$ cat src/rtl/booth_div.sv
// booth_div: sequential signed restoring divider with truncating quotient/remainder and dbz/ovf flags
module booth_div #(
  parameter int DW = 15,
  parameter int VW = 8
) (
  input  logic          clk,
  input  logic          rst,
  input  logic          start,
  input  logic [DW-1:0] dividend,
  input  logic [VW-1:0] divisor,
  output logic          busy,
  output logic          done,
  output logic [DW-1:0] quotient,
  output logic [VW-1:0] remainder,
  output logic          dbz,
  output logic          ovf
);
  localparam int CW = $clog2(DW);
  typedef enum logic [1:0] {IDLE, PREP, CALC, FIX} state_t;
  state_t state, state_n;
  logic [DW-1:0] a, dq;
  logic [VW-1:0] b;
  logic [VW:0] rem, dv, sh, nx;
  logic [CW-1:0] cnt;
  logic ge, is_dbz, is_ovf, q_neg;
  // rem[VW] is always clear in practice; folding it into ge keeps the compare exact for the full shifted value
  assign sh = {rem[VW-1:0], dq[DW-1]};
  assign nx = sh - dv;
  assign ge = rem[VW] | (sh >= dv);
  assign is_dbz = b == '0;
  assign is_ovf = a == {1'b1, {(DW-1){1'b0}}} && b == '1;
  assign q_neg = a[DW-1] ^ b[VW-1];
  // state register
  always_ff @(posedge clk or posedge rst)
    if (rst) state <= IDLE;
    else state <= state_n;
  // next-state: divide-by-zero skips the iteration phase
  always_comb begin
    state_n = state;
    state_n = state == IDLE ? (start ? PREP : IDLE) :
              state == PREP ? (is_dbz ? FIX : CALC) :
              state == CALC ? (cnt == CW'(DW-1) ? FIX : CALC) : IDLE;
  end
  // datapath: capture, magnitude prep, one quotient bit per cycle, sign fix-up
  always_ff @(posedge clk or posedge rst)
    if (rst) begin
      a <= '0;
      b <= '0;
      dq <= '0;
      rem <= '0;
      dv <= '0;
      cnt <= '0;
      busy <= 1'b0;
      done <= 1'b0;
      quotient <= '0;
      remainder <= '0;
      dbz <= 1'b0;
      ovf <= 1'b0;
    end else begin
      done <= 1'b0;
      case (state)
        IDLE: if (start) begin
          a <= dividend;
          b <= divisor;
          busy <= 1'b1;
        end
        PREP: begin
          dq <= a[DW-1] ? -a : a;
          dv <= b[VW-1] ? -{1'b1, b} : {1'b0, b};
          rem <= '0;
          cnt <= '0;
        end
        CALC: begin
          rem <= ge ? nx : sh;
          dq <= {dq[DW-2:0], ge};
          cnt <= cnt + 1'b1;
        end
        default: begin
          done <= 1'b1;
          busy <= 1'b0;
          dbz <= is_dbz;
          ovf <= is_ovf;
          quotient <= is_dbz ? '0 : is_ovf ? {1'b0, {(DW-1){1'b1}}} : q_neg ? -dq : dq;
          remainder <= is_dbz || is_ovf ? '0 : a[DW-1] ? -rem[VW-1:0] : rem[VW-1:0];
        end
      endcase
    end
endmodule
$ cat config.mk
export PLATFORM = sky130hd
export DESIGN_NAME = booth_div
export DESIGN_NICKNAME = d
export VERILOG_FILES = /design/src/rtl/booth_div.sv
export SDC_FILE = /design/constraint.sdc
export NUM_CORES = 1
export LEC_CHECK = 0
export ABC_AREA = 1
export CAP_MARGIN = 20
export CORE_MARGIN = 10
export CORE_UTILIZATION = 62
export DETAILED_ROUTE_END_ITERATION = 10
export GPL_TIMING_DRIVEN = 0
export PLACE_DENSITY_LB_ADDON = 0.15
export SYNTH_ARGS = -nofsm -noshare
export SYNTH_HDL_FRONTEND = slang
export SYNTH_SLANG_ARGS = --single-unit
$ cat constraint.sdc
create_clock -name clk -period 6.4 [get_ports clk]
set_input_delay 0.96 -clock clk [delete_from_list [all_inputs] [get_ports clk]]
set_output_delay 0.96 -clock clk [all_outputs]
set_load 0.01 [all_outputs]
==> results.json, run 1 <==
{
  "skew_ps": 14.4,
  "start_util": 0.638,
  "ant_nets": 0,
  "finalNonFillerCells": 852,
  "grt_max_degree": 71,
  "period_needed_ps": 2250,
  "synth.most_common_cell": "nand2_1",
  "ir_worst_vdd_mv": 0.240,
  "highest_layer": "met4",
  "synth_top_cell_area_share": 0.425,
  "crit_path_start_kind": "register",
  "root_buffer": "clkbuf_8",
  "synth_area_leaders": "dfrtp_1 (43%), nand2_1 (14%), inv_1 (5.1%)",
  "seq_area_frac_synth": 0.425,
  "hold_path_depth": 2,
  "htreeDepth": 3,
  "cts_max_path_buffers": 2,
  "gr-total-overflow": 0,
  "min_path_type": "reg -> reg",
  "synthArstFlopShare": 1.00,
  "syn-instance-count": 678,
  "max_clock_freq_ghz": 0.445,
  "path_cells": "clkdlybuf4s50_1",
  "antenna_found_initial": 0,
  "p_sw_mw": 1.54,
  "place_ws_ps": 4110,
  "timing.critical_path.max_delay_family": "buffers and inverters",
  "clk_latency_ps": 360,
  "hold_viol_final": 0,
  "synth-edff-count": 0,
  "rsz0062_at_grt": "false",
  "yosys.area.top_type": "dfrtp_1",
  "rows": 33,
  "wl_per_cell_um": 14.3,
  "io_pins": 53,
  "end_kind": "output pin",
  "switching_share": 0.473,
  "fin_crit_sh": 0.351,
  "die_y_um": 112,
  "nets": 789,
  "grt_first_pass_wirelength_um": 21300,
  "clkSlewWorstSetupHoldPaths_ps": 90,
  "syn_nets": 725,
  "maxSlewHeadroom": 0.661,
  "crit_required_ps": 5440,
  "setup_viol": 0,
  "die_area_um2": 12500,
  "drt_iter0_markers": 307,
  "hpwl_um": 9580,
  "pwr-share-clk": 0.116,
  "reg2regPathDepth": 11,
  "crit_slowest_cell": "clkdlybuf4s50_1",
  "crit_buf_inv": 1,
  "gp_congestion": 0.881,
  "via_count": 4671,
  "arrival_ps": 1290,
  "powerDensity_nw_per_um2": 534,
  "route.met3.wl_um": 826,
  "p_seq_frac": 0.305,
  "synth_area_um2": 5240,
  "slew_viol_final": 0,
  "tightest_slew_ps": 509,
  "grt_pass1_vias": 4482,
  "drc": 0,
  "antenna_cells": 0,
  "critical_path_depth": 1,
  "critPathMaxFanout": 2,
  "track_usage": 0.199,
  "place_inst": 836,
  "area_growth_pct": 16.6,
  "internal-power_mw": 1.72,
  "die_w_um": 112,
  "ys.flop_type": "dfrtp_1",
  "cts_hold_buf": 0,
  "combPwrFrac": 0.579,
  "max_cap_viol_count": 0,
  "yosysWarnings": 0,
  "synthTopCellsByCount": "nand2_1 (193), dfrtp_1 (89), inv_1 (71)",
  "max_stage_delay_ps": 550,
  "fin_setup_tns_ps": 0,
  "cts_resized": 0,
  "m1WireLength_um": 5680,
  "cts.sinks": 89,
  "avgSynthCellArea_um2": 7.73,
  "postCtsSetupRepairBufs": 0,
  "numCtsBuffers": 9,
  "ys_types": 37,
  "wl_um": 12200,
  "crit_type": "reg -> out",
  "p_leak_nw": 3.06,
  "setup_ws_ps": 4150,
  "drive_gt1_frac": 0.0884,
  "status": "complete, no violations",
  "drt-pass1-iter-count": 4,
  "wl_met2_um": 5540,
  "core-area_um2": 8220,
  "ys_ff_latch": 89,
  "io_buffers": 52,
  "cts_tree": "yes",
  "viasPerCell": 5.48
}
final cells by class:
cell class / count / area, um^2
Buffer: 18 / 87.6
Clock buffer: 10 / 128
Clock inverter: 6 / 58.8
Fill cell: 628 / 2110
Inverter: 84 / 318
Multi-Input combinational cell: 487 / 2610
Sequential cell: 89 / 2230
Tap cell: 105 / 131
Timing Repair Buffer: 53 / 548
per-stage QoR:
stage                     utilization  area (um^2)  hold slack (ps)  power, mW
after detailed placement        0.721         5920              465       2.87
after floorplan                     -         5240              448       2.33
after CTS                       0.743         6110              489       3.25
after global placement          0.717         5890              462       2.79
after global routing            0.743         6110              506       3.56
final                           0.743         6110              483       3.26
placed cells by master (no fill, tap or decap), drive strengths merged, types with 3 or more instances in the layout:
master,count
nand2,200
mux2,3
o21bai,5
nand4,10
ha,20
nand3b,6
o21ai,33
clkdlybuf4s50,52
nand3,58
xor2,18
o221ai,8
dfrtp,89
clkinv,6
nor2,68
clkbuf,21
buf,8
inv,83
a21oi,33
nor3,8
o211ai,4
xnor2,3
o22ai,6
per-layer routing:
metal | global-route usage | vias up
met4 | 0.0548 | 0
met2 | 0.308 | 172
met3 | 0.0478 | 16
met5 | 0 | -
met1 | 0.272 | 2164
li1 | - | 2319
cell families after synthesis:
logic type,synth area share
buffers and inverters,0.0769
xor gates and xnor gates,0.0351
muxes,0.00645
adders and majority gates,0.0516
AOI/OAI and AO/OA,0.101
DFF,0.425
and+or+nand+nor,0.304
power groups by stage:
| stage | clock, mW | sequential [mW] | combinational [mW] |
|---|---|---|---|
| floorplan | 0 | 0.993 | 1.34 |
| global placement | 0 | 0.989 | 1.80 |
| detailed placement | 0 | 1.00 | 1.87 |
| CTS | 0.379 | 0.991 | 1.88 |
| global route | 0.410 | 1.03 | 2.12 |
| finish | 0.378 | 0.995 | 1.89 |
path summary, 6_finish.rpt:
kind,to,start,slack (ps)
worst min register to register,remainder[0],remainder[0],480
worst max-delay path,dbz,dbz,4150
max in group asynchronous,b[1],rst,4880
worst min-delay path,remainder[0],remainder[0],480
worst max register to register,rem[7],rem[6],4420
min in group asynchronous,quotient[8],rst,890
worst reg2reg max path, cell delays in order (launching register included):
cell and delay (ps):
dfrtp_1 480, ha_1 390, nand2_1 110, inv_2 60
nand2_1 60, nand3_1 100, nor2_4 250, nand2_4 130
nand2_2 110, nand2_1 80, nand2_1 70, nand2_1 50
flip-flops by register name, indices dropped and copies added, names as in the netlist:
signal	count
dq	15
ovf	1
a	15
done	1
quotient	15
remainder	8
cnt	4
b	8
dv	9
dbz	1
busy	1
rem	9
state	2
Power figures use the tool's default switching activity.
==> inputs of run 2 (changes only) <==
- CORE_UTILIZATION: 62 -> 58
- clock period: 6.4 -> 2.3 ns (I/O delays scaled with it)
==> run 2 against run 1 <==
Compared with the run above: flip-flop and latch count unchanged; critical path type is now reg -> reg; sequential power increased to 2.8 times the previous value; via count decreased by 2.1%; combinational power increased to 2.8 times the previous value; design area increased by 0.72%; clock-buffer cell count increased by 1; final cell count increased by 0.47%; die area increased by 5.7%; register-to-register slack got worse by 4100 ps.
==> results.json, run 2 (synthesis gave the netlist of run 1 again) <==
{
  "placed_area_um2": 5950,
  "track_usage": 0.190,
  "status": "complete, no violations",
  "maxSlewHeadroom": 0.613,
  "holdWs_ps": 400,
  "antenna_found_initial": 0,
  "crit_type": "reg -> reg",
  "top_regs": "a (15), dq (15), quotient (15)",
  "slew_viol_final": 0,
  "rsz0062_at_grt": "false",
  "hpwl_um": 9790,
  "setup_viol": 0,
  "root_buffer": "clkbuf_8",
  "design_area_um2": 6150,
  "nets": 790,
  "io_buffers": 52,
  "setup_ws_ps": 342,
  "die_area_um2": 13200,
  "max_cap_viol_count": 0,
  "n_fill_cell": 745,
  "hold_viol_final": 0,
  "min_path_type": "in -> async",
  "fin_crit_sh": 0.851,
  "wl_um": 12300,
  "register_area_um2": 2230,
  "viasPerCell": 5.34,
  "final_cell_mix": "nand2_1 (193), dfrtp_1 (89), inv_1 (70), nor2_1 (57)",
  "final_common_cell": "nand2_1",
  "crit_path_start_kind": "register",
  "powerDensity_nw_per_um2": 1480,
  "tightest_slew_ps": 579,
  "postCtsSetupRepairBufs": 0,
  "fin_setup_tns_ps": 0,
  "antenna_cells": 0,
  "place_ws_ps": 342,
  "clkSlewWorstSetupHoldPaths_ps": 80,
  "cts_resized": 0,
  "die_w_um": 115,
  "clk_latency_ps": 360,
  "drc": 0,
  "crit_required_ps": 2560,
  "die_y_um": 115,
  "area_growth_pct": 17.4,
  "core-area_um2": 8760,
  "rows": 34,
  "cts_max_path_buffers": 2,
  "finalNonFillerCells": 856,
  "place_inst": 840,
  "cts.sinks": 89,
  "grt_pass1_vias": 4425,
  "wl_per_cell_um": 14.3,
  "period_needed_ps": 1960,
  "gp_congestion": 0.897,
  "grt_first_pass_wirelength_um": 20900,
  "drt_iter0_markers": 233,
  "drt-pass1-iter-count": 5,
  "ant_nets": 0,
  "io_pins": 53,
  "htreeDepth": 3,
  "numCtsBuffers": 9,
  "multiInputGateArea_um2": 2610,
  "arrival_ps": 2220,
  "via_count": 4575,
  "p_leak_nw": 3.07,
  "critPathMaxFanout": 10,
  "gr-total-overflow": 0,
  "drive_gt1_frac": 0.0909,
  "ir_worst_vdd_mv": 0.780,
  "start_util": 0.598,
  "grt_max_degree": 44,
  "cts_hold_buf": 0,
  "cts_tree": "yes",
  "max_clock_freq_ghz": 0.511,
  "skew_ps": 8.55,
  "end_kind": "register"
}
-- run 2: critical path, cell delays in order (launching register included) --
cell and delay [ps]:
dfrtp_1 460, ha_1 390, nand2_1 100, inv_2 50, nand2_1 60, nand3_1 100
nor2_4 260, nand2_4 130, nand2_2 100, nand2_1 80, nand2_1 60, nand2_1 40
-- run 2: final timing paths --
kind / slack (ps) / start / cells after the start / to
worst max-delay path: 340 / rem[6] / 11 / rem[7]
worst min-delay path: 400 / rst / 2 / b[5]
worst max register to register: 340 / rem[6] / 11 / rem[7]
worst min register to register: 480 / remainder[6] / 2 / remainder[6]
max in group asynchronous: 1310 / rst / 3 / quotient[12]
min in group clk: 480 / remainder[6] / 2 / remainder[6]
-- run 2: through the flow --
step            util  power [mW]
3_3_place_gp   0.673        7.81
5_1_grt        0.702        10.0
2_1_floorplan      -        6.49
3_5_place_dp   0.678        8.00
4_1_cts        0.702        9.14
6_report       0.702        9.11
-- run 2: layer usage --
layer | global-route usage | up-vias | share of wire
li1 | - | 2318 | -
met1 | 0.253 | 2102 | 0.47
met2 | 0.302 | 142 | 0.45
met3 | 0.0453 | 13 | 0.064
met4 | 0.0536 | 0 | 0.0099
met5 | 0 | - | 0
-- run 2: cell type report --
type	count	area share
Buffer	18	0.0142
Clock buffer	11	0.0246
Clock inverter	5	0.00875
Inverter	84	0.0519
Multi-Input combinational cell	487	0.424
Sequential cell	89	0.362
Tap cell	108	0.0220
Timing Repair Buffer	54	0.0924
-- run 2: power breakdown --
part / switching (mW) / internal [mW] / total (mW)
combinational: 3.19 / 2.04 / 5.23
sequential: 0.517 / 2.25 / 2.77
clock: 0.554 / 0.558 / 1.11
==> inputs of run 3 (changes only) <==
- ABC_CLOCK_PERIOD_IN_PS: not set -> 2300
==> results of run 3 <==
No change in the layout: final DEF, timing and power equal those of run 2.
